<file path="src/rtl/intc_multi_pkg.sv">
// Shared definitions for the jacaranda-8 multi-source interrupt controller.
// Holds register offsets within the block's address window, the controller
// state encoding, and the cpu_int_en value used while the controller is idle.
package intc_multi_pkg;

  // Register offsets from BASE_ADDR; VEC[i] sits at OFS_VEC + i.
  localparam int unsigned OFS_MASK = 0;
  localparam int unsigned OFS_PEND = 1;
  localparam int unsigned OFS_ID   = 2;
  localparam int unsigned OFS_EOI  = 3;
  localparam int unsigned OFS_VEC  = 4;

  // Up to 8 sources, so a 3-bit id covers every index.
  localparam int unsigned ID_W = 3;

  localparam logic [7:0] CPU_INT_EN_ON = 8'h01;

  typedef enum logic [1:0] {
    StIdle    = 2'd0,
    StReq     = 2'd1,
    StService = 2'd2
  } state_e;

endpackage

</file>
<file path="src/rtl/intc_prio_enc.sv">
// Combinational lowest-index-wins priority encoder.
// Ports:
//   req  in  NUM_SRC  request vector (already masked by the caller)
//   any  out 1        at least one request bit set
//   id   out ID_W     index of the lowest set bit (0 when none set)
module intc_prio_enc
  import intc_multi_pkg::*;
#(
  parameter int unsigned NUM_SRC = 4
) (
  input  logic [NUM_SRC-1:0] req,
  output logic               any,
  output logic [ID_W-1:0]    id
);

  always_comb begin
    any = |req;
    id  = '0;
    // Scan high to low so the lowest set index is the last assignment.
    for (int i = int'(NUM_SRC) - 1; i >= 0; i--) begin
      if (req[i]) id = ID_W'(i);
    end
  end

endmodule

</file>
<file path="src/rtl/intc_multi.sv">
// Memory-mapped interrupt controller for the jacaranda-8 CPU.
// Latches NUM_SRC peripheral requests into PEND, masks them with MASK, and
// presents the lowest-index pending source to the CPU. Software acknowledges
// by reading ID and retires the interrupt by writing EOI.
//
// Configuration macro: INTC_LEVEL_EN
//   undefined (default): edge mode, a rising src[i] sets PEND[i]; PEND bits are
//                        cleared by W1C writes or EOI of the active id.
//   defined:             level mode, PEND is a registered copy of src; EOI only
//                        returns the FSM to idle.
//
// Ports:
//   clock        in   system clock
//   reset        in   asynchronous, active-high reset
//   src          in   NUM_SRC peripheral request lines (synchronous to clock)
//   addr         in   CPU data address
//   w_data       in   CPU write data
//   w_en         in   store strobe
//   r_en         in   load strobe
//   r_data       out  register read data, combinational from addr, 0 when !hit
//   hit          out  addr falls inside BASE_ADDR..BASE_ADDR+3+NUM_SRC
//   cpu_int_req  out  interrupt request to the CPU
//   cpu_int_en   out  8'h01 when idle, 8'h00 otherwise
//   cpu_int_vec  out  handler address of the latched source
//
// Register map (offset from BASE_ADDR):
//   +0 MASK (R/W)  +1 PEND (R, W1C)  +2 ID (R)  +3 EOI (W)  +4+i VEC[i] (R/W)
module intc_multi
  import intc_multi_pkg::*;
#(
  parameter int unsigned NUM_SRC   = 4,
  parameter int unsigned DATA_W    = 8,
  parameter int unsigned ADDR_W    = 8,
  parameter int unsigned BASE_ADDR = 'hE0
) (
  input  logic                clock,
  input  logic                reset,
  input  logic [NUM_SRC-1:0]  src,
  input  logic [ADDR_W-1:0]   addr,
  input  logic [DATA_W-1:0]   w_data,
  input  logic                w_en,
  input  logic                r_en,
  output logic [DATA_W-1:0]   r_data,
  output logic                hit,
  output logic                cpu_int_req,
  output logic [7:0]          cpu_int_en,
  output logic [DATA_W-1:0]   cpu_int_vec
);

  logic [ADDR_W-1:0]  off;
  logic               mask_we;
  logic               eoi_we;
  logic               id_rd;
  logic               valid;

  state_e             state_q, state_d;
  logic [NUM_SRC-1:0] mask_q;
  logic [NUM_SRC-1:0] pend_q, pend_d;
  logic [DATA_W-1:0]  vec_q [NUM_SRC];
  logic [ID_W-1:0]    id_q;
  logic [DATA_W-1:0]  vec_out_q;

  logic               win_any;
  logic [ID_W-1:0]    win_id;
  logic [DATA_W-1:0]  win_vec;

  // Address decode
  assign off     = addr - ADDR_W'(BASE_ADDR);
  assign hit     = (addr >= ADDR_W'(BASE_ADDR)) && (off < ADDR_W'(OFS_VEC + NUM_SRC));
  assign mask_we = w_en && hit && (off == ADDR_W'(OFS_MASK));
  assign eoi_we  = w_en && hit && (off == ADDR_W'(OFS_EOI));
  assign id_rd   = r_en && hit && (off == ADDR_W'(OFS_ID));

  // Arbitration
  intc_prio_enc #(
    .NUM_SRC (NUM_SRC)
  ) u_prio_enc (
    .req (pend_q & mask_q),
    .any (win_any),
    .id  (win_id)
  );

  always_comb begin
    win_vec = '0;
    for (int i = 0; i < int'(NUM_SRC); i++) begin
      if (win_id == ID_W'(i)) win_vec = vec_q[i];
    end
  end

  // Pending logic
`ifdef INTC_LEVEL_EN
  always_comb begin
    pend_d = src;
  end
`else
  logic [NUM_SRC-1:0] src_q;
  logic [NUM_SRC-1:0] rise;
  logic [NUM_SRC-1:0] clr;
  logic               pend_we;
  logic               eoi_clr;

  assign pend_we = w_en && hit && (off == ADDR_W'(OFS_PEND));
  assign eoi_clr = eoi_we && (state_q == StService);
  assign rise    = src & ~src_q;

  always_comb begin
    clr = pend_we ? w_data[NUM_SRC-1:0] : '0;
    for (int i = 0; i < int'(NUM_SRC); i++) begin
      if (eoi_clr && (id_q == ID_W'(i))) clr[i] = 1'b1;
    end
    // Set is OR-ed in after the clear so a simultaneous edge wins.
    pend_d = (pend_q & ~clr) | rise;
  end

  always_ff @(posedge clock or posedge reset) begin
    if (reset) begin
      src_q <= '0;
    end else begin
      src_q <= src;
    end
  end
`endif

  // Registers
  always_ff @(posedge clock or posedge reset) begin
    if (reset) begin
      mask_q <= '0;
      pend_q <= '0;
      for (int i = 0; i < int'(NUM_SRC); i++) vec_q[i] <= '0;
    end else begin
      pend_q <= pend_d;
      if (mask_we) mask_q <= w_data[NUM_SRC-1:0];
      for (int i = 0; i < int'(NUM_SRC); i++) begin
        if (w_en && hit && (off == ADDR_W'(OFS_VEC + i))) vec_q[i] <= w_data;
      end
    end
  end

  // id and vector are frozen at the IDLE->REQ transition; later arrivals or
  // mask changes do not disturb the interrupt in flight.
  always_ff @(posedge clock or posedge reset) begin
    if (reset) begin
      id_q      <= '0;
      vec_out_q <= '0;
    end else if ((state_q == StIdle) && win_any) begin
      id_q      <= win_id;
      vec_out_q <= win_vec;
    end
  end

  // FSM: state register
  always_ff @(posedge clock or posedge reset) begin
    if (reset) begin
      state_q <= StIdle;
    end else begin
      state_q <= state_d;
    end
  end

  // FSM: next state
  always_comb begin
    state_d = state_q;
    unique case (state_q)
      StIdle:    if (win_any) state_d = StReq;
      StReq:     if (id_rd)   state_d = StService;
      StService: if (eoi_we)  state_d = StIdle;
      default:                state_d = StIdle;
    endcase
  end

  // FSM: outputs
  always_comb begin
    cpu_int_req = (state_q == StReq);
    cpu_int_en  = (state_q == StIdle) ? CPU_INT_EN_ON : 8'h00;
    valid       = (state_q == StReq) || (state_q == StService);
  end

  assign cpu_int_vec = vec_out_q;

  // Read mux
  always_comb begin
    r_data = '0;
    if (hit) begin
      if (off == ADDR_W'(OFS_MASK)) begin
        r_data[NUM_SRC-1:0] = mask_q;
      end else if (off == ADDR_W'(OFS_PEND)) begin
        r_data[NUM_SRC-1:0] = pend_q;
      end else if (off == ADDR_W'(OFS_ID)) begin
        r_data[7]        = valid;
        r_data[ID_W-1:0] = id_q;
      end
      for (int i = 0; i < int'(NUM_SRC); i++) begin
        if (off == ADDR_W'(OFS_VEC + i)) r_data = vec_q[i];
      end
    end
  end

endmodule
</file>
<file path="config.mk">
export PLATFORM = sky130hd
export DESIGN_NAME = intc_multi
export DESIGN_NICKNAME = d
export VERILOG_FILES = /design/src/rtl/intc_multi_pkg.sv /design/src/rtl/intc_prio_enc.sv /design/src/rtl/intc_multi.sv
export SDC_FILE = /design/constraint.sdc
export NUM_CORES = 1
export LEC_CHECK = 0
export CAP_MARGIN = 40
export CORE_MARGIN = 2
export CORE_UTILIZATION = 50
export DETAILED_ROUTE_END_ITERATION = 7
export PLACE_DENSITY = 0.75
export SLEW_MARGIN = 20
export SYNTH_ARGS = -nofsm -noshare
export SYNTH_HDL_FRONTEND = slang
export SYNTH_SLANG_ARGS = --single-unit
</file>
<file path="constraint.sdc">
create_clock -name clock -period 5.6 [get_ports clock]
set_input_delay 1.4 -clock clock [delete_from_list [all_inputs] [get_ports clock]]
set_output_delay 1.4 -clock clock [all_outputs]
set_load 0.1 [all_outputs]
</file>
Yosys cells after proc, flatten, opt, wreduce, memory -nomap -nowiden
Index checks and enable logic that the tools add are counted.
Operators by class
  muxes and demuxes: 30
  add/sub/neg operators: 1
  $mul: 0
  order comparisons: 2
  reductions and logical operators: 24
  bitwise logic cells: 6
  shifts and indexed selects: 0
  divide/modulo/power cells: 0
  equal/unequal tests: 18
Operators with widths (number)
  8-bit 2-to-1 mux: 9
  8-bit by 3-bit == test with 1-bit output, second input constant: 4
  1-bit logical AND: 17
  8-bit by 2-bit == test with 1-bit output, second input constant: 2
  2-bit 2-to-1 mux: 7
  4-bit bitwise AND: 3
  3-bit by 2-bit == test with 1-bit output, second input constant: 4
  1-bit 2-to-1 mux: 9
  8-bit by 1-bit == test with 1-bit output, second input constant: 1
  8-bit greater-or-equal comparator, second input constant: 1
  8-bit logical NOT: 1
  8-bit by 4-bit < comparator with 1-bit output, second input constant: 1
  4-bit 2-to-1 mux: 2
  4-bit NOT: 2
  8-bit subtractor, second input constant: 1
  3-bit by 1-bit == test with 1-bit output, second input constant: 2
  3-bit logical NOT: 2
  3-bit 2-to-1 mux: 2
  2-bit case mux with 3 select lines: 1
  2-bit != test, second input constant: 2
  4-bit OR: 1
  4-bit OR reduction: 1
  3-bit AND reduction: 1
  2-bit by 1-bit == test with 1-bit output, second input constant: 1
  4 further kinds: 4
Word-level totals
  input port bits: 24
  memories: 0
  output and inout port bits: 26
  memory bits (read-only): 0
  register bits after elaboration: 57
  logic and storage cells: 91
  bits in latches: 0
  RAM bits: 0

Longest topological paths before layout
Gate-level depths: netlist (run 1).
  depth in word-level cells: 11
  mapped depth: 7
  depth with buffers taken out: 6

By module
Synthesis (run 1) repeated with hierarchy kept, for this count alone.
Second synthesis, totals
  cells, all modules: 270
  area total of the unflattened synthesis: 3180.6 sq um
Modules (own cells, without submodules)
  intc_multi: times used 1, sequential area each 1426.4 sq um, cells each 261, area an instance 3134.3 sq um
  intc_prio_enc: times used 1, sequential area each 0.0 sq um, cells each 9, area an instance 46.3 sq um

Worst setup path before layout (run 1)
OpenSTA, ideal clock, no wires.
  kind: input to output
  from: in addr[5]
  to: out r_data[0]
  arrival: 7368 ps
  buffers on the path: 1
  path slack: -3168 ps
  stages: 5
  required time: 4200 ps
  path through: ha_1 or4b_1 buf_2 a211o_1 a2111oi_0
Between the ends
  cells in the longest elaborated chain, start to end: 10
  elaborated cells on any way between the ends: 19
  those cells by class: add/sub: 1; order compare: 2; eq/ne: 6; mux: 8; reduce/logical: 2
Ends and longest elaborated chain
  from (decl): line intc_multi.sv:39  | input logic [ADDR_W-1:0] addr,
  8-bit subtractor: line intc_multi.sv:68  | assign off = addr - ADDR_W'(BASE_ADDR);
  8-bit by 2-bit == test with 1-bit output: line intc_multi.sv:188  | end else if (off == ADDR_W'(OFS_ID)) begin
  3-bit 2-to-1 mux: line intc_multi.sv:188
  3-bit 2-to-1 mux: line intc_multi.sv:186  | end else if (off == ADDR_W'(OFS_PEND)) begin
  4-bit 2-to-1 mux: line intc_multi.sv:184  | if (off == ADDR_W'(OFS_MASK)) begin
  8-bit 2-to-1 mux (4 in series): line intc_multi.sv:193  | if (off == ADDR_W'(OFS_VEC + i)) r_data = vec_q[i];
  8-bit 2-to-1 mux *: line intc_multi.sv:183  | if (hit) begin
  to (decl): line intc_multi.sv:43  | output logic [DATA_W-1:0] r_data,
Mark *: on every way between the ends. The rest lies on a longest branch, timed or not.

Worst setup path after layout (run 1)
  from: in addr[5]
  to: out r_data[4]
Between the ends
  cells in the longest elaborated chain, start to end: 7
  elaborated cells on any way between the ends: 13
  those cells by class: add/sub: 1; order compare: 2; eq/ne: 4; mux: 5; reduce/logical: 1
Ends and longest elaborated chain (line)
  8-bit subtractor: intc_multi.sv:68
  8-bit by 3-bit == test with 1-bit output: intc_multi.sv:193
  8-bit 2-to-1 mux (4 in series): intc_multi.sv:193
  8-bit 2-to-1 mux *: intc_multi.sv:183
Marks and branches as above.

==> impl_metrics.yaml, run 1 <==
status:
  status: "completed"
setup_path:
  crit_fanout: 7
  path_depth: 7
  reg2reg_depth: 4
  rr_startpoint: "pend_q[2]"
  worstPathArrival_ns: 3.78
  crit_chain: "clkdlybuf4s50_1, ha_1, or4b_1, a211o_1, inv_1, and3_2, buf_12"
  path_class: "in -> out"
  reg2reg_slack_ns: 3.32
  cp-start-kind: "input port"
  endpoint_kind: "primary output"
  critPathTopFamily: "simple AND/OR/NAND/NOR gates"
  slowest_delay_ns: 0.61
  cp_num_buf_inv: 3
  required_ns: 4.20
  crit_slowest_cell: "or4b_1"
  reg2reg_to: "cpu_int_vec[3]"
synth:
  yosysUniqueCellTypes: 55
  yosys.area_share.simple: 0.1389
  synth_top_family_by_area: "multiplexers"
  synth-xor-area-share: 0.002755
  ys_seq_area_frac: 0.4408
  synth-edff-count: 0
  muxShareOfSynthArea: 0.2003
  syn_area_per_cell_um2: 11.52
  synth-async-reset-ratio: 1.000
  synthCells: 276
  ys.flop_type: "dfrtp_1"
  yosys.area_share.adder: 0.01574
  yosysWarnings: 0
  synth-compound-area-share: 0.1401
  synth_seq_cells: 56
  netlist_area_um2: 3179
detailed_routing:
  drtIter0Drc: 180
  ant_nets: 0
  vias: 2450
  finalWirelength_mm: 7.589
  wl_per_cell_um: 18.78
  drt_pass1_iterations: 5
  drt-vias-per-instance: 6.064
  drc: 0
timing:
  final_max_slew_viol_count: 0
  tns_ns: 0
  worstMarginPinSlew_ns: 0.8419
  rsz0062_at_grt: "no"
  setup_violations: 0
  slew-limit-headroom: 0.4242
  hold-worst-slack_ns: 0.4829
  hold_violations: 0
  final.period_utilization: 0.9253
  finalCriticalPeriod_ns: 5.182
  fin_ws_ns: 0.4183
  clock_skew_ns: 0.005841
  clock.fmax_ghz: 0.1930
pwr:
  netSwitchingPower_mw: 0.2212
  peakVddDrop_mv: 0.1276
  p_per_area_nw_per_um2: 192.2
  combPwrFrac: 0.184
  power.leakage_nw: 1.743
  clkPwrFrac: 0.273
  p_total_mw: 0.7656
  power_frac_seq: 0.543
  internal-power_mw: 0.5445
  switching_share: 0.2889
placed_design:
  place_congestion: 0.8248
  post-place-ws_ns: 0.4226
  hpwl_mm: 5.293
  numPortBuffers: 42
cells_and_area:
  fillers: 497
  fin_nets: 355
  syn_to_final_growth_pct: 25.30
  multi_input_area_um2: 1632
  regArea_um2: 1401
  drive_above_1_share: 0.2722
  num_antenna_cells: 0
clock_tree:
  cts_tree: "built"
  cts_buffer_depth: 2
  clock-sinks: 56
  cts_setup_buffers: 0
  cts-htree-levels: 2
  cts_buffers: 5
  path_clk_slew_ns: 0.09
  cts.root.buffer_cell: "clkbuf_8"
  insertion_delay_ns: 0.31
  cts_resized: 0
  ctsHoldBuffers: 0
worst_hold_path:
  holdPathEnd: "cpu_int_vec[6]"
  min_path_type: "reg -> reg"
  worstHoldStart: "cpu_int_vec[6]"
  min_path_cells: 2
floorplanning:
  start_util: 0.5094
  dieArea_um2: 7012
  die_w_um: 83.74
  rows: 29
  ios: 50
  coreArea_um2: 6241
  dieHeight_um: 83.74
global_routing:
  grt_max_degree: 57
  grt_usage: 0.2250
  antenna_found_initial: 0
  grt_pass1_vias: 2441
  overflow: 0
  grt_pass1_wl_mm: 12.57
flow_run:
  maxCapViolCount: 0
flip-flops by register name (all words and copies together), names as in the netlist:
register / flops
pend_q: 4
state_q: 2
src_q: 4
id_q: 2
vec_q: 32
cpu_int_vec: 8
mask_q: 4
final cells by class:
class	count	share of cell area
inverters	15	0.01413
flip-flops and latches	56	0.3518
clock buffers	6	0.01822
clock inverters	1	0.001256
well taps	77	0.02418
repair buffers	60	0.1809
multi-input cells	189	0.4095
layout by cell type, fill, tap and decap left out, drive strengths merged, types with 6 or more instances in the layout:
| master | netlist | layout |
|---|---|---|
| mux2 | 39 | 39 |
| nor3 | 6 | 6 |
| o31ai | 8 | 8 |
| dfrtp | 56 | 56 |
| nand3b | 10 | 10 |
| nor2 | 13 | 13 |
| nand2 | 20 | 20 |
| conb | 1 | 7 |
| clkdlybuf4s50 | 0 | 33 |
| a222oi | 8 | 8 |
| clkbuf | 7 | 6 |
| inv | 15 | 15 |
| a21oi | 6 | 6 |
| buf | 15 | 27 |
synthesized netlist by cell type, types with 4 or more instances:
cell type / number / area (um^2)
buf_4: 7 / 52.55
a222oi_1: 8 / 80.08
nand2_1: 20 / 75.07
nor3_1: 4 / 20.02
a2111oi_0: 5 / 43.79
mux2_4: 12 / 180.2
nor2_1: 13 / 48.80
mux2_2: 27 / 304.0
o31ai_1: 8 / 60.06
ha_1: 4 / 50.05
mux2i_1: 4 / 40.04
a32o_1: 4 / 40.04
nand3b_1: 10 / 75.07
clkbuf_1: 7 / 26.28
a21oi_1: 6 / 30.03
inv_1: 15 / 56.30
dfrtp_1: 56 / 1401
mux4_2: 5 / 112.6
through the flow:
stage,util,cells,instance area (um^2)
3_3_place_gp,0.6018,387,3756
3_5_place_dp,0.6259,397,3906
5_1_grt,0.6383,404,3984
2_1_floorplan,-,282,3224
6_report,0.6383,404,3984
4_1_cts,0.6383,404,3984
cell families (layout without fill, tap and decap cells):
| kind of cell | after synthesis | count (layout) |
|---|---|---|
| adder cells (fa/ha/maj) | 4 | 4 |
| multiplexers | 48 | 48 |
| XOR/XNOR | 1 | 1 |
| flip-flops | 56 | 56 |
| AND/OR/NAND/NOR | 75 | 75 |
| other | 1 | 7 |
| AO/OA/AOI/OAI | 54 | 54 |
| buffers and inverters | 37 | 82 |
tightest hold or removal path, cell delays in order (launching register included):
cell and delay [ns]:
dfrtp_1 0.35, nand2_1 0.05, o31ai_1 0.05
routing by layer:
metal  up-vias  global-route usage  wire length [um]
li1       1123                   -                 -
met1      1246              0.3214              3407
met2        70              0.3658              3737
met3        11             0.03066               349
met4         0             0.05572                95
met5         -                   0                 0
power by group through the flow:
stage	logic, mW	clock network, mW	registers, mW
after global routing	0.150	0.228	0.417
final	0.141	0.209	0.416
after detailed placement	0.141	0	0.424
after global placement	0.130	0	0.424
after floorplan	0.0928	0	0.425
after CTS	0.142	0.214	0.416
worst max-delay path by stage:
stage	startpoint	endpoint	slack, ns
floorplan	addr[5]	r_data[1]	-0.03
global placement	addr[5]	r_data[0]	0.46
detailed placement	addr[5]	r_data[0]	0.42
CTS	addr[5]	r_data[0]	0.41
global route	addr[5]	r_data[1]	0.30
finish	addr[5]	r_data[4]	0.42
No activity file was read; power rests on OpenSTA's default activity.
==> run 2: changes to the inputs <==
- CORE_MARGIN: 2 -> 4
- PLACE_DENSITY: 0.75 -> 0.8
==> run 2 against run 1 <==
Compared with the run above: first-iteration DRC count grew 99%; register-to-register slack gained 0.02 ns; sequential share of layout area shrank 0.27 points; cell area grew 0.79%; core utilization grew 2.4 points; hold slack gained 0.00052 ns; sequential cell count is the same; clock skew grew 0.0052 ns; wire length grew 6.3%; critical path depth is the same; non-clock buffer count is the same.
==> impl_metrics.yaml, run 2 (synthesized netlist as in run 1, its figures left out) <==
setup_path:
  slowest_delay_ns: 0.67
  endpoint_kind: "primary output"
  worstPathArrival_ns: 3.99
  required_ns: 4.20
  crit_slowest_cell: "or4b_1"
  crit_chain: "clkdlybuf4s50_1, ha_1, or4b_1, a211o_1, inv_1, and3_2, buf_12"
  path_class: "in -> out"
  crit_fanout: 7
  cp-start-kind: "input port"
timing:
  final_max_slew_viol_count: 0
  clock.fmax_ghz: 0.1855
  rsz0062_at_grt: "no"
  final.period_utilization: 0.9626
  finalCriticalPeriod_ns: 5.391
  clock_skew_ns: 0.01107
  setup_violations: 0
  hold_violations: 0
  hold-worst-slack_ns: 0.4834
  worstMarginPinSlew_ns: 0.8558
  slew-limit-headroom: 0.4147
floorplanning:
  dieArea_um2: 7698
  coreArea_um2: 6061
  die_w_um: 87.74
  dieHeight_um: 87.74
  start_util: 0.5246
  ios: 50
  rows: 28
global_routing:
  grt_usage: 0.2206
  grt_pass1_wl_mm: 13.03
  grtUsageMet3: 0.04516
  overflow: 0
  grt_pass1_vias: 2515
  antenna_found_initial: 0
  grt-busiest-layer: "met2"
  grt_max_degree: 57
  grt_util_met2: 0.3692
  met1_usage: 0.2953
worst_hold_path:
  min_path_type: "reg -> reg"
clock_tree:
  cts.root.buffer_cell: "clkbuf_8"
  cts_resized: 0
  cts-htree-levels: 2
  path_clk_slew_ns: 0.09
  cts_buffers: 5
  ctsHoldBuffers: 0
  cts_tree: "built"
  clock-sinks: 56
  cts_setup_buffers: 0
  cts_buffer_depth: 2
  insertion_delay_ns: 0.31
detailed_routing:
  ant_nets: 0
  vias: 2482
  drt-vias-per-instance: 6.190
  drc: 0
  wl_per_cell_um: 20.12
  finalWirelength_mm: 8.069
  drtIter0Drc: 359
  drt_pass1_iterations: 5
flow_run:
  maxCapViolCount: 0
status:
  status: "completed"
cells_and_area:
  largest_register_ffs: 32
  syn_to_final_growth_pct: 26.29
  drive_above_1_share: 0.2730
  final_cell_mix: "56 x dfrtp_1, 33 x clkdlybuf4s50_1, 27 x mux2_2"
  regMostFlops: "vec_q"
  final_cells: 401
  final_common_cell: "dfrtp_1"
  fin_nets: 355
  num_antenna_cells: 0
placed_design:
  numPortBuffers: 42
  place_congestion: 0.8765
  dp.cells: 394
  hpwl_mm: 5.588
pwr:
  power.leakage_nw: 1.756
  p_per_area_nw_per_um2: 202.4
  peakVddDrop_mv: 0.1820
  p_total_mw: 0.8125
[run 2: critical path: cells and delay by family]
| family | cells | cell delay (ns) |
|---|---|---|
| compound gates | 1 | 0.45 |
| fa+ha+maj | 1 | 0.30 |
| buf+inv | 3 | 0.90 |
| simple gates | 2 | 0.94 |
[run 2: final cells by class]
class	instances	area (um^2)
Fill cell	467	2046
Multi-Input combinational cell	189	1632
Clock inverter	1	30.03
Clock buffer	5	68.82
Sequential cell	56	1401
Tap cell	75	93.84
Inverter	15	56.30
Timing Repair Buffer	60	733.2
[run 2: per-layer routing]
layer / vias to the layer above / wire (um)
met5: - / 0
met4: 0 / 68
met3: 6 / 519
met2: 95 / 3952
met1: 1249 / 3529
li1: 1132 / -
[run 2: metrics by stage]
stage	area (um^2)	setup TNS, ns	util	setup slack [ns]
finish	4015	0	0.6625	0.2093
global route	4015	0	0.6625	0.1101
CTS	4008	0	0.6612	0.2170
detailed placement	3909	0	0.6449	0.2254
global placement	3746	0	0.6181	0.3279
floorplan	3224	-0.08915	-	-0.02972
[run 2: path summary, 6_finish.rpt]
path	startpoint	to	cells after the start	slack, ns
max	addr[5]	r_data[4]	7	0.21
min reg2reg	cpu_int_vec[6]	cpu_int_vec[6]	2	0.48
max reg2reg	pend_q[2]	cpu_int_vec[3]	4	3.34
min in group asynchronous	reset	vec_q[7]	3	1.59
max in group asynchronous	reset	pend_q[2]	3	3.54
min	cpu_int_vec[6]	cpu_int_vec[6]	2	0.48
[run 2: power by group]
part / switching (mW) / total [mW] / internal [mW]
Sequential: 0.00633 / 0.416 / 0.410
Clock: 0.126 / 0.255 / 0.129
Combinational: 0.0923 / 0.142 / 0.0493
==> run 3: changes to the inputs <==
- CORE_ASPECT_RATIO: default -> 0.6
- HOLD_SLACK_MARGIN: default -> 0.1
==> run 3 against run 2 <==
Compared with the run above: via count grew 2.7%; register-to-register slack is essentially flat; core utilization shrank 0.94 points; cell area shrank 0.16%; sequential power is essentially flat; maximum frequency grew 2.4%; clock skew shrank 0.0045 ns; largest cell class unchanged; highest routed layer unchanged.
==> impl_metrics.yaml, run 3 (synthesized netlist as in run 1, its figures left out) <==
status:
  status: "completed"
setup_path:
  endpoint_kind: "primary output"
  worstPathArrival_ns: 3.86
  cp-start-kind: "input port"
  required_ns: 4.20
  crit_fanout: 7
  path_class: "in -> out"
timing:
  tns_ns: 0
  rsz0062_at_grt: "no"
  fin_ws_ns: 0.3371
  worstMarginPinSlew_ns: 0.8183
  clock_skew_ns: 0.006527
  finalCriticalPeriod_ns: 5.263
  clock.fmax_ghz: 0.1900
  hold_violations: 0
  setup_violations: 0
  slew-limit-headroom: 0.4515
  final.period_utilization: 0.9398
  final_max_slew_viol_count: 0
pwr:
  power_frac_seq: 0.525
  power.leakage_nw: 1.746
  switching_share: 0.2941
  p_per_area_nw_per_um2: 197.9
  p_total_mw: 0.7934
  combPwrFrac: 0.180
  netSwitchingPower_mw: 0.2333
  clkPwrFrac: 0.295
  peakVddDrop_mv: 0.1014
  internal-power_mw: 0.5601
cells_and_area:
  final_common_cell: "dfrtp_1"
  drive_above_1_share: 0.2744
  regArea_um2: 1401
  multi_input_area_um2: 1632
  num_antenna_cells: 0
  fin_nets: 355
  final_util: 0.6531
  largest_register_ffs: 32
  syn_to_final_growth_pct: 26.09
  fillers: 492
  regMostFlops: "vec_q"
  final_cell_mix: "56 x dfrtp_1, 33 x clkdlybuf4s50_1, 27 x mux2_2"
clock_tree:
  cts_buffer_depth: 2
  cts-htree-levels: 2
  cts_setup_buffers: 0
  cts.root.buffer_cell: "clkbuf_8"
  insertion_delay_ns: 0.31
  clock-sinks: 56
  ctsHoldBuffers: 0
  cts_tree: "built"
  cts_buffers: 5
  path_clk_slew_ns: 0.10
  cts_resized: 0
detailed_routing:
  drt_pass1_iterations: 5
  drc: 0
  vias: 2548
  finalWirelength_mm: 8.052
  wl_per_cell_um: 19.54
  ant_nets: 0
  drtIter0Drc: 245
  drt-vias-per-instance: 6.184
floorplanning:
  dieArea_um2: 7740
  ios: 50
  coreArea_um2: 6138
  die_w_um: 110.9
  start_util: 0.5179
  rows: 22
  dieHeight_um: 69.77
global_routing:
  grt_pass1_vias: 2505
  overflow: 0
  grt_pass1_wl_mm: 13.46
  grt_max_degree: 57
  antenna_found_initial: 0
  grt_usage: 0.2146
placed_design:
  hpwl_mm: 5.774
  place_congestion: 0.8215
  numPortBuffers: 42
  post-place-ws_ns: 0.3336
flow_run:
  maxCapViolCount: 0
worst_hold_path:
  min_path_type: "reg -> reg"
## run 3: final timing paths
path                                  end  slack, ns           start  cells past startpoint
setup / recovery                r_data[6]       0.34         addr[5]                      7
hold / removal             cpu_int_vec[5]       0.49  cpu_int_vec[5]                      2
setup reg to reg           cpu_int_vec[2]       3.33       pend_q[2]                      4
hold reg to reg            cpu_int_vec[5]       0.49  cpu_int_vec[5]                      2
max in group asynchronous         id_q[1]       3.54           reset                      3
min in group asynchronous        vec_q[6]       1.59           reset                      3
## run 3: per-stage QoR
step / cells / hold WS, ns / area, um^2
finish: 412 / 0.4881 / 4009
global route: 412 / 0.5192 / 4009
CTS: 412 / 0.4939 / 4009
detailed placement: 404 / 0.4706 / 3915
global placement: 394 / 0.4598 / 3765
floorplan: 282 / 0.4874 / 3224
## run 3: layer usage
metal / share of wire / GRT usage / up-vias
li1: - / - / 1128
met1: 0.48 / 0.3224 / 1281
met2: 0.43 / 0.3038 / 127
met3: 0.086 / 0.06190 / 12
met4: 0.011 / 0.05055 / 0
met5: 0 / 0 / -
## run 3: power groups by stage
stage          logic [mW]  clock network [mW]  registers [mW]
6_report            0.142               0.234           0.417
5_1_grt             0.152               0.257           0.418
4_1_cts             0.143               0.237           0.417
3_5_place_dp        0.142                   0           0.425
3_3_place_gp        0.130                   0           0.424
2_1_floorplan      0.0928                   0           0.425
## run 3: cell type report
| class | instances | area share |
|---|---|---|
| sequential | 56 | 0.3496 |
| tap | 84 | 0.02622 |
| clock buffer | 7 | 0.02154 |
| multi-input combinational | 189 | 0.4070 |
| timing repair buffer | 60 | 0.1798 |
| clock inverter | 1 | 0.001873 |
| inverter | 15 | 0.01404 |
## run 3: worst max-delay path, cell delays in order
cell,delay [ns]
clkdlybuf4s50_1,0.44
ha_1,0.29
or4b_1,0.64
a211o_1,0.46
inv_1,0.20
and3_2,0.24
buf_12,0.17
